**src/rtl/led_blink_seq_pkg.sv**
```systemverilog
// led_blink_seq_pkg: shared definitions for the counted LED blink sequencer.
//   state_e   - FSM state encoding (idle / lit phase / dark phase)
//   calc_div  - clock cycles per timing tick
//   presc_w   - prescaler counter width for a given divider
package led_blink_seq_pkg;

    typedef enum logic [1:0] {
        StIdle = 2'd0,
        StOn   = 2'd1,
        StOff  = 2'd2
    } state_e;

    function automatic int unsigned calc_div(input int unsigned clk_hz,
                                             input int unsigned tick_hz);
        return clk_hz / tick_hz;
    endfunction

    // Never narrower than one bit, so a degenerate divider still elaborates.
    function automatic int unsigned presc_w(input int unsigned div);
        return (div > 1) ? $clog2(div) : 1;
    endfunction

endpackage

```
**src/rtl/led_tick_gen.sv**
```systemverilog
// led_tick_gen: free-running prescaler producing one tick every DIV clocks.
//   clk   in  system clock
//   rstn  in  synchronous reset, active-low
//   clr   in  restart the count at zero on the next edge
//   tick  out high during the last cycle of each DIV-cycle period
module led_tick_gen
    import led_blink_seq_pkg::*;
#(
    parameter int unsigned DIV = 10
) (
    input  logic clk,
    input  logic rstn,
    input  logic clr,
    output logic tick
);

    localparam int unsigned PW = presc_w(DIV);
    localparam logic [PW-1:0] LAST = PW'(DIV - 1);

    logic [PW-1:0] presc_q;

    always_ff @(posedge clk) begin
        if (!rstn || clr) begin
            presc_q <= '0;
        end else if (presc_q == LAST) begin
            presc_q <= '0;
        end else begin
            presc_q <= presc_q + PW'(1);
        end
    end

    assign tick = (presc_q == LAST);

endmodule

```
**src/rtl/led_blink_seq.sv**
```systemverilog
// led_blink_seq: blinks the LED a requested number of times.
//   clk            in  system clock
//   rstn           in  synchronous reset, active-low
//   req_valid      in  request present
//   req_ready      out block can accept a request (idle)
//   req_count      in  number of blinks (0 = complete immediately, no blink)
//   req_on_ticks   in  lit ticks per blink (0 treated as 1)
//   req_off_ticks  in  dark ticks after each blink (0 treated as 1)
//   led            out LED drive, LED_ON when lit
//   busy           out sequence in progress
//   done           out one-cycle pulse when a sequence completes
module led_blink_seq
    import led_blink_seq_pkg::*;
#(
    parameter int unsigned CLK_HZ  = 25000000,
    parameter int unsigned TICK_HZ = 1000,
    parameter int unsigned CNT_W   = 8,
    parameter int unsigned DUR_W   = 16,
    parameter logic        LED_ON  = 1'b1
) (
    input  logic             clk,
    input  logic             rstn,
    input  logic             req_valid,
    output logic             req_ready,
    input  logic [CNT_W-1:0] req_count,
    input  logic [DUR_W-1:0] req_on_ticks,
    input  logic [DUR_W-1:0] req_off_ticks,
    output logic             led,
    output logic             busy,
    output logic             done
);

    // DIV must be an integer >= 2.
    localparam int unsigned DIV = calc_div(CLK_HZ, TICK_HZ);

    state_e           state_q;
    logic             led_q;
    logic             done_q;
    logic [CNT_W-1:0] remaining_q;
    logic [DUR_W-1:0] dur_q;
    logic [DUR_W-1:0] on_q;
    logic [DUR_W-1:0] off_q;

    logic             tick;
    logic             accept;
    logic             on_last;
    logic             off_last;
    logic [DUR_W-1:0] on_eff;
    logic [DUR_W-1:0] off_eff;

    assign req_ready = (state_q == StIdle);
    assign busy      = (state_q != StIdle);
    assign accept    = req_valid && req_ready;

    assign on_eff  = (req_on_ticks  == '0) ? DUR_W'(1) : req_on_ticks;
    assign off_eff = (req_off_ticks == '0) ? DUR_W'(1) : req_off_ticks;

    // Final tick of the current phase; latched durations are never zero.
    assign on_last  = tick && (state_q == StOn)  && (dur_q == on_q  - DUR_W'(1));
    assign off_last = tick && (state_q == StOff) && (dur_q == off_q - DUR_W'(1));

    // Realigning the prescaler on accept makes each phase exactly N*DIV cycles.
    led_tick_gen #(
        .DIV (DIV)
    ) u_tick_gen (
        .clk  (clk),
        .rstn (rstn),
        .clr  (accept || on_last || off_last),
        .tick (tick)
    );

    always_ff @(posedge clk) begin
        if (!rstn) begin
            state_q     <= StIdle;
            led_q       <= ~LED_ON;
            done_q      <= 1'b0;
            remaining_q <= '0;
            dur_q       <= '0;
            on_q        <= '0;
            off_q       <= '0;
        end else begin
            done_q <= 1'b0;
            unique case (state_q)
                StIdle: begin
                    if (req_valid) begin
                        on_q        <= on_eff;
                        off_q       <= off_eff;
                        remaining_q <= req_count;
                        dur_q       <= '0;
                        if (req_count == '0) begin
                            done_q <= 1'b1;
                        end else begin
                            state_q <= StOn;
                            led_q   <= LED_ON;
                        end
                    end
                end
                StOn: begin
                    if (on_last) begin
                        state_q <= StOff;
                        led_q   <= ~LED_ON;
                        dur_q   <= '0;
                    end else if (tick) begin
                        dur_q <= dur_q + DUR_W'(1);
                    end
                end
                StOff: begin
                    if (off_last) begin
                        dur_q <= '0;
                        if (remaining_q == CNT_W'(1)) begin
                            state_q     <= StIdle;
                            done_q      <= 1'b1;
                            remaining_q <= '0;
                        end else begin
                            remaining_q <= remaining_q - CNT_W'(1);
                            state_q     <= StOn;
                            led_q       <= LED_ON;
                        end
                    end else if (tick) begin
                        dur_q <= dur_q + DUR_W'(1);
                    end
                end
                default: begin
                    state_q <= StIdle;
                    led_q   <= ~LED_ON;
                end
            endcase
        end
    end

    assign led  = led_q;
    assign done = done_q;

endmodule

```
**config.mk**
```make
export PLATFORM = sky130hd
export DESIGN_NAME = led_blink_seq
export DESIGN_NICKNAME = d
export VERILOG_FILES = /design/src/rtl/led_blink_seq_pkg.sv /design/src/rtl/led_tick_gen.sv /design/src/rtl/led_blink_seq.sv
export SDC_FILE = /design/constraint.sdc
export NUM_CORES = 1
export LEC_CHECK = 0
export ABC_AREA = 1
export CORE_ASPECT_RATIO = 1.25
export CORE_MARGIN = 4
export CORE_UTILIZATION = 35
export CTS_CLUSTER_SIZE = 8
export DETAILED_ROUTE_END_ITERATION = 16
export GPL_TIMING_DRIVEN = 0
export SKIP_CTS_REPAIR_TIMING = 1
export SLEW_MARGIN = 20
export SYNTH_ARGS = -nofsm -noshare
export SYNTH_HDL_FRONTEND = slang
export SYNTH_HIERARCHICAL = 1
export SYNTH_SLANG_ARGS = --single-unit
```
**constraint.sdc**
```tcl
create_clock -name clk -period 6.6 [get_ports clk]
set_input_delay 1.32 -clock clk [delete_from_list [all_inputs] [get_ports clk]]
set_output_delay 1.32 -clock clk [all_outputs]
set_load 0.02 [all_outputs]
```
Word level (Yosys, flattened, before mapping)
Index checks and enable logic that the tools add are counted.
Widths: inputs -> output; s select.
{"block": "op_classes", "addsub": 5, "eq_ne": 11, "muxes": 28, "n_reduce_logical": 22}
{"operator": "$mux 16", "n": 6}
{"operator": "$pmux 16 s3", "n": 1}
{"operator": "$eq 16x16->1", "n": 2}
{"operator": "$logic_not 16->1", "n": 2}
{"operator": "$sub 16x1->16 const B", "n": 2}
{"operator": "$mux 8", "n": 3}
{"operator": "$add 16x1->16 const B", "n": 1}
{"operator": "$pmux 8 s2", "n": 1}
{"operator": "$add 15x1->15 const B", "n": 1}
{"operator": "$eq 15x15->1 const B", "n": 1}
{"operator": "$mux 1", "n": 10}
{"operator": "$ne 2x2->1 const B", "n": 5}
{"operator": "$eq 8x1->1 const B", "n": 1}
{"operator": "$logic_not 8->1", "n": 1}
{"operator": "$mux 2", "n": 4}
{"operator": "$sub 8x1->8 const B", "n": 1}
{"operator": "$pmux 2 s3", "n": 1}
{"operator": "$logic_and 1x1->1", "n": 5}
{"operator": "$reduce_and 5->1", "n": 1}
{"operator": "$reduce_and 2->1", "n": 2}
{"operator": "$reduce_and 4->1", "n": 1}
{"operator": "$reduce_bool 2->1", "n": 2}
{"operator": "$logic_or 1x1->1", "n": 3}
{"operator": "$pmux 1 s3", "n": 1}
{"operator": "8 further kinds", "n": 8}
{"block": "word_totals", "ff_bits": 75, "out_inout_bits": 4}

Longest topological paths before layout
Gate-level depths: netlist (run 1).
{"block": "logic_depth", "ltp_word": 7, "mapped_depth": 20, "ltp_nobuf": 19}

Cells and area by module
The synthesis (run 1) kept the hierarchy.
{"module": "led_blink_seq", "instances": 1, "cells_per_inst": 643, "area_each_um2": 4103.9, "seq_area_each_um2": 1201.2}
{"module": "led_tick_gen", "instances": 1, "cells_per_inst": 117, "area_each_um2": 815.8, "seq_area_each_um2": 300.3}

Worst setup path after synthesis (run 1)
Ideal clock, no wire load.
{"block": "synth_timing", "path_type": "input to register", "from": "input req_valid", "to": "register dur_q[12]", "setup_time_ns": 0.116, "arrival_time_ns": 2.658, "setup_slack_ns": 3.826, "path_stages": 13, "n_path_buf": 0, "path_cell_list": "inv_1 nand2_2 nand2_1 nor2_1 nand2_1 nor2_1 nand3_1 nor2_1 nand3_1 nor2_1 nand2_1 xor2_1 nor2_2"}
{"block": "synth_between", "elab_chain_cells": 2}
{"element": "start: declaration", "line_no": "led_blink_seq.sv:23", "text": "input logic req_valid,"}
{"element": "$ne 2x2->1 (no source line)"}
{"element": "$reduce_and 2->1 (no source line)"}
{"element": "end signal: assignment", "line_no": "led_blink_seq.sv:104", "text": "dur_q <= dur_q + DUR_W'(1);"}
{"element": "end signal: assignment", "line_no": "led_blink_seq.sv:120", "text": "dur_q <= dur_q + DUR_W'(1);"}
{"element": "end: declaration", "line_no": "led_blink_seq.sv:40", "text": "logic [DUR_W-1:0] dur_q;"}
Every way passes these cells.
A chain may end at the register's enable or synchronous reset.

Worst setup path after layout (run 1)
Same ends and word-level chain as after synthesis.

==> results of run 1 <==
## synth_stat cells, drive strengths merged
cell,instances
nand2,229
nor2,128
inv,79
dfxtp,75
nand3,51
a21oi,40
xor2,27
xnor2,16
nand4,14
a211oi,13
clkbuf,13
o21ai,13
ha,11
nand3b,10
nor4,10
o22ai,9
buf,6
nor3,6
or2,3
a221oi,2
clkinv,2
a21boi,1
o21bai,1
o221ai,1
## layout by cell type (no fill, tap or decap), types with 3 or more instances in the layout
cell and instances:
xnor2_1 16, nor4_1 10, nand4_1 13, a21oi_1 36, a21oi_2 4, nand3_1 48
nand2_2 9, a211oi_1 13, xor2_1 27, nor3_1 6, nor2_2 16, clkbuf_1 11
nor2_1 106, buf_2 4, o22ai_1 8, nand2_1 219, ha_1 11, clkdlybuf4s50_1 46
nand3_2 3, nor2_4 6, inv_1 78, o21ai_0 10, clkbuf_16 9, nand3b_1 10
dfxtp_1 75
## metal layers
layer / vias to the layer above / track usage / wire length (µm)
li1: 2551 / - / -
met3: 15 / 0.03500 / 518
met1: 2181 / 0.2165 / 6102
met5: - / 0 / 0
met2: 84 / 0.2829 / 6350
met4: 0 / 0.05629 / 217
## power by group through the flow
stage                     Clock [mW]  Sequential [mW]  Combinational (mW)
after global placement             0            0.620                1.01
after global routing           0.541            0.624                1.14
after detailed placement           0            0.619                1.01
final                          0.503            0.611                1.01
after floorplan                    0            0.603               0.764
after CTS                      0.519            0.611                1.02
## registers in the layout (all words and copies together) (netlist names)
signal and cells:
done 1, dur_q 16, led 1, off_q 16, on_q 16, remaining_q 8
state_q 2, u_tick_gen/presc_q 15
## final timing paths
path / endpoint / slack [ns] / depth (start not counted)
hold / removal: u_tick_gen/presc_q[0] / 0.46 / 1
setup reg to reg: remaining_q[0] / 3.67 / 14
hold reg to reg: u_tick_gen/presc_q[0] / 0.46 / 1
setup / recovery: dur_q[12] / 3.24 / 14
## per-stage QoR
step	setup WS, ns	total power, mW
floorplan	3.826	1.367
global placement	2.843	1.625
detailed placement	2.855	1.631
CTS	3.211	2.146
global route	3.020	2.310
finish	3.245	2.125
## cells by family (layout without fill, tap and decap cells)
| group | Yosys count | in the layout |
|---|---|---|
| and+or+nand+nor | 451 | 451 |
| xor gates and xnor gates | 43 | 43 |
| DFF | 75 | 75 |
| adders and majority gates | 11 | 11 |
| AOI/OAI and AO/OA | 80 | 80 |
| buffers and inverters | 100 | 162 |
## layout make-up
class                      instances  area [µm²]
sequential                        75        1501
buffer                            19       97.59
clock inverter                     6       63.81
multi-input combinational        585        3017
clock buffer                      10       239.0
fill                            1487        7911
tap                              175       219.0
inverter                          81       304.0
timing repair buffer              46       460.4
==> metrics.cfg, run 1 <==
[logic_synthesis]
ys_top_cells_by_area = dfxtp_1, nand2_1, nor2_1
yosysUniqueCellTypes = 39
synth-simple-area-share = 0.4077
syn-num-nets = 814
synth.area.mux_share = 0
synth_xor_area_frac = 0.07655
ys_warn_count = 6
synth_top_family_by_area = simple AND/OR/NAND/NOR gates
seq_area_frac_synth = 0.3052
synth_compound_area_frac = 0.1010
synth_fa_ha_area_frac = 0.02798
synth_top_area_frac = 0.3052
yosys.area.top_type = dfxtp_1
synth_area_per_cell_um2 = 6.473
syn_inst = 760
ys_seq_elements = 75
syn_area_mm2 = 0.004920

[timing]
slew_headroom = 0.5621
fin_crit_ns = 3.355
hold_ws_ns = 0.4622
worst_pin_slew_ns = 0.6568
fmax_ghz = 0.2981
setup_tns_ns = 0
drv_slew = 0
post-route-period-util = 0.5083
hold_violations = 0
rsz0062_at_grt = false
final-setup-viol-count = 0
finClkSkew_ns = 0.007401

[route]
routed_via_density = 4.846
detail-route-antenna-nets = 0
drc = 0
routed_wl_um = 13190
first_pass_iters = 5
vias = 4831
drt-wirelength-per-cell_um = 13.23
drt_iter0_markers = 283

[global_route]
grt_max_degree = 14
grt_pass1_wl_um = 21590
grt_usage = 0.1694
grt_pass1_vias = 4567
grt.overflow.total = 0
antenna_found_initial = 0

[critical_path]
crit_type = in -> reg
crit_arrival_ns = 3.59
slowest_delay_ns = 0.47
start_kind = primary input
rr_startpoint = u_tick_gen/presc_q[0]
crit_path_end_kind = flop
critPathTopFamily = simple AND/OR/NAND/NOR gates
crit_start = req_valid
crit_chain = clkdlybuf4s50_1 -> inv_1 -> nand2_2 -> nand2_1 -> nor2_1 -> nand2_1 -> nor2_1 -> nand3_1 -> nor2_1 -> nand3_1 -> nor2_1 -> nand2_1 -> xor2_1 -> nor2_2
crit_top_cell = nor2_1
required_ns = 6.84
worstPathMaxFanout = 10
cp_slowest_cell = clkdlybuf4s50_1
worst-path-buf-inv = 2

[power]
p_leak_nw = 2.422
power_density_mw_per_mm2 = 360.1
p_int_mw = 1.204
p_sw_frac = 0.4335
p_clk_frac = 0.237
pwr-share-seq = 0.287
combPwrFrac = 0.476
p_switching_uw = 921.1
ir_worst_vdd_mv = 0.1946

[clock_tree]
cts.clk_slew.worst_paths_ns = 0.06
cts_sinks = 75
cts_tree = done
clk_latency_ns = 0.34
clock-root-buffer = clkbuf_16
htreeDepth = 3
clockBufferDepth = 2
cts_made_buffers = 9

[floorplanning]
rows = 48
start_util = 0.3562
ios = 47
die_width_um = 114.0
die_area_mm2 = 0.01603
core_region_area_mm2 = 0.01381
fp.dieH_um = 140.6

[placement]
dp.cells = 981
port_buffers = 46
place.gp.congestion = 0.8452
place_area_mm2 = 0.005599
dp.final_hpwl_um = 10460

[finish]
final_util = 0.4273
drive_gt1_frac = 0.08516
finalNonFillerCells = 997
fin_nets = 871
n_antenna_cell = 0
final_area_mm2 = 0.005902
syn2layout_area_growth_pct = 19.96

[job]
drv_cap = 0

[status]
outcome = finished clean

[worst_hold_path]
holdCritStartpoint = u_tick_gen/presc_q[0]
min_path_type = reg -> reg

Note: power is estimated with default switching activity, not from simulation.
==> run 2, diff against run 1 <==
==> constraint.sdc (replaced) <==
create_clock -name clk -period 2.81 [get_ports clk]
set_input_delay 0.562 -clock clk [delete_from_list [all_inputs] [get_ports clk]]
set_output_delay 0.562 -clock clk [all_outputs]
set_load 0.02 [all_outputs]
==> run 2 against run 1 <==
  * Wire length grew 0.35%
  * Power increased by 140%
  * Cell area up 1.4%
  * Clock skew hardly changed
  * Highest routed layer unchanged
  * Hold slack worse by 0.0083 ns
  * Cell count increased by 0.20%
  * First-iteration DRC count up 5.3%
  * Utilization rose by 0.58 points
  * Count of clock-buffer cells in the layout unchanged
  * Non-clock buffer count rose by 2
==> metrics.cfg, run 2 (synthesis gave the netlist of run 1 again) <==
[finish]
final_common_cell = nand2_1  ; unchanged
n_antenna_cell = 0  ; unchanged
largestRegisters = dur_q: 16 flops, off_q: 16 flops, on_q: 16 flops  ; unchanged
final_util = 0.4331  ; was 0.4273
fin_nets = 873  ; was 871
drive_gt1_frac = 0.1019  ; was 0.08516
final_area_mm2 = 0.005982  ; was 0.005902 mm²
syn2layout_area_growth_pct = 21.59  ; was 19.96%
n_fill_cell = 1483  ; was 1487
finalNonFillerCells = 999  ; was 997
multi_input_area_mm2 = 0.003068  ; was 0.003017 mm²
final_cell_mix = nand2_1, nor2_1, inv_1  ; unchanged
register_area_mm2 = 0.001504  ; was 0.001501 mm²

[critical_path]
cp_slowest_cell = dfxtp_1  ; was clkdlybuf4s50_1
crit_type = reg -> reg  ; was in -> reg
crit_path_end_kind = flop  ; unchanged
rr_startpoint = state_q[0]  ; was u_tick_gen/presc_q[0]
crit_arrival_ns = 2.82  ; was 3.59 ns
crit_top_cell = nor2_1  ; unchanged
crit_chain = inv_1 -> ha_1 -> nand2_2 -> nand2_2 -> nor2_1 -> nand2_1 -> nor2_1 -> nand3_1 -> nor2_1 -> nand3_1 -> nor2_1 -> nand2_1 -> xor2_1 -> nor2_2  ; was clkdlybuf4s50_1 -> inv_1 -> nand2_2 -> nand2_1 -> nor2_1 -> nand2_1 -> nor2_1 -> nand3_1 -> nor2_1 -> nand3_1 -> nor2_1 -> nand2_1 -> xor2_1 -> nor2_2
slowest_delay_ns = 0.40  ; was 0.47 ns
start_kind = flop  ; was primary input
crit_start = state_q[0]  ; was req_valid
required_ns = 3.05  ; was 6.84 ns
worstPathMaxFanout = 10  ; unchanged

[route]
detail-route-antenna-nets = 0  ; unchanged
first_pass_iters = 4  ; was 5
drt_iter0_markers = 298  ; was 283
drt-wirelength-per-cell_um = 13.25  ; was 13.23 µm
drc = 0  ; unchanged
routed_via_density = 4.864  ; was 4.846
routed_wl_um = 13240  ; was 13190 µm
vias = 4859  ; was 4831

[timing]
drv_slew = 0  ; unchanged
rsz0062_at_grt = true  ; was false
fin_crit_ns = 2.585
worst_pin_slew_ns = 0.6726  ; was 0.6568 ns
hold_ws_ns = 0.4539  ; was 0.4622 ns
final-setup-viol-count = 0  ; unchanged
hold_violations = 0  ; unchanged
layout_setup_ws_ns = 0.2252  ; was 3.245 ns
fmax_ghz = 0.3869
setup_tns_ns = 0  ; unchanged
slew_headroom = 0.5516  ; was 0.5621
post-route-period-util = 0.9199
finClkSkew_ns = 0.007843  ; was 0.007401 ns

[clock_tree]
cts_sinks = 75  ; unchanged
cts_made_buffers = 9  ; unchanged
cts_tree = done  ; unchanged
clock-root-buffer = clkbuf_16  ; unchanged
clk_latency_ns = 0.34  ; about the same
htreeDepth = 3  ; unchanged
cts.clk_slew.worst_paths_ns = 0.06  ; about the same
clockBufferDepth = 2  ; unchanged

[floorplanning]
die_area_mm2 = 0.01603  ; unchanged
start_util = 0.3562  ; unchanged
rows = 48  ; unchanged
die_width_um = 114.0  ; unchanged
fp.dieH_um = 140.6  ; unchanged
ios = 47  ; unchanged
core_region_area_mm2 = 0.01381  ; unchanged

[placement]
place_worst_setup_slack_ns = -0.1766  ; was 2.855 ns
dp.cells = 981  ; unchanged
place.gp.congestion = 0.8452  ; unchanged
place_area_mm2 = 0.005599  ; unchanged
port_buffers = 46  ; unchanged
dp.final_hpwl_um = 10460  ; unchanged

[global_route]
grt.overflow.total = 0  ; unchanged
grt_usage = 0.1694  ; unchanged
antenna_found_initial = 0  ; unchanged
grt_pass1_wl_um = 21590  ; unchanged
grt_max_degree = 14  ; unchanged
grt_pass1_vias = 4567  ; unchanged

[worst_hold_path]
holdCritStartpoint = u_tick_gen/presc_q[0]  ; unchanged
min_path_type = reg -> reg  ; unchanged

[status]
outcome = finished clean  ; unchanged

[job]
drv_cap = 0  ; unchanged

[power]
ir_worst_vdd_mv = 0.4671  ; was 0.1946 mV
power_density_mw_per_mm2 = 847.4  ; was 360.1 mW/mm²
p_leak_nw = 2.437  ; was 2.422 nW
power.total_mw = 5.069  ; was 2.125 mW

-- run 2: cell count changes in the layout (fill, tap and decap cells not counted), moves of 2 or more --
cell      before  now
buf_4          0    2
clkbuf_2       2    4
nand2_1      219  217
dfxtp_2        0    2
nor2_2        16   19
dfxtp_1       75   73
clkbuf_1      11    9
nor2_1       106  103
-- run 2: final timing paths --
| kind | cells past startpoint | to | slack (ns) |
|---|---|---|---|
| max | 14 | dur_q[12] | 0.23 |
| min | 1 | u_tick_gen/presc_q[0] | 0.45 |
| max reg2reg | 14 | dur_q[12] | 0.23 |
| min reg2reg | 1 | u_tick_gen/presc_q[0] | 0.45 |
-- run 2: power breakdown --
part	internal (mW)	total (mW)	switching (mW)
combinational	0.905	2.45	1.54
sequential	1.25	1.44	0.191
clock	0.711	1.18	0.472
-- run 2: critical path, delay by kind of cell (launching register included) --
family | cells | cell delay [ns]
AND/OR/NAND/NOR | 11 | 1.53
flip-flops | 1 | 0.40
adder cells (fa/ha/maj) | 1 | 0.29
XOR/XNOR | 1 | 0.16
buffers and inverters | 1 | 0.09
-- run 2: routing by layer --
metal,up-vias,track usage,share of wire
li1,2557,-,-
met1,2194,0.2165,0.46
met2,91,0.2829,0.48
met3,17,0.03500,0.039
met4,0,0.05629,0.019
met5,-,0,0
-- run 2: final cells by class --
cell class,count,share of cell area
well taps,175,0.03660
flip-flops and latches,75,0.2514
clock buffers,10,0.03995
multi-input cells,585,0.5129
clock inverters,6,0.01067
repair buffers,48,0.07948
inverters,81,0.05145
plain buffers,19,0.01757
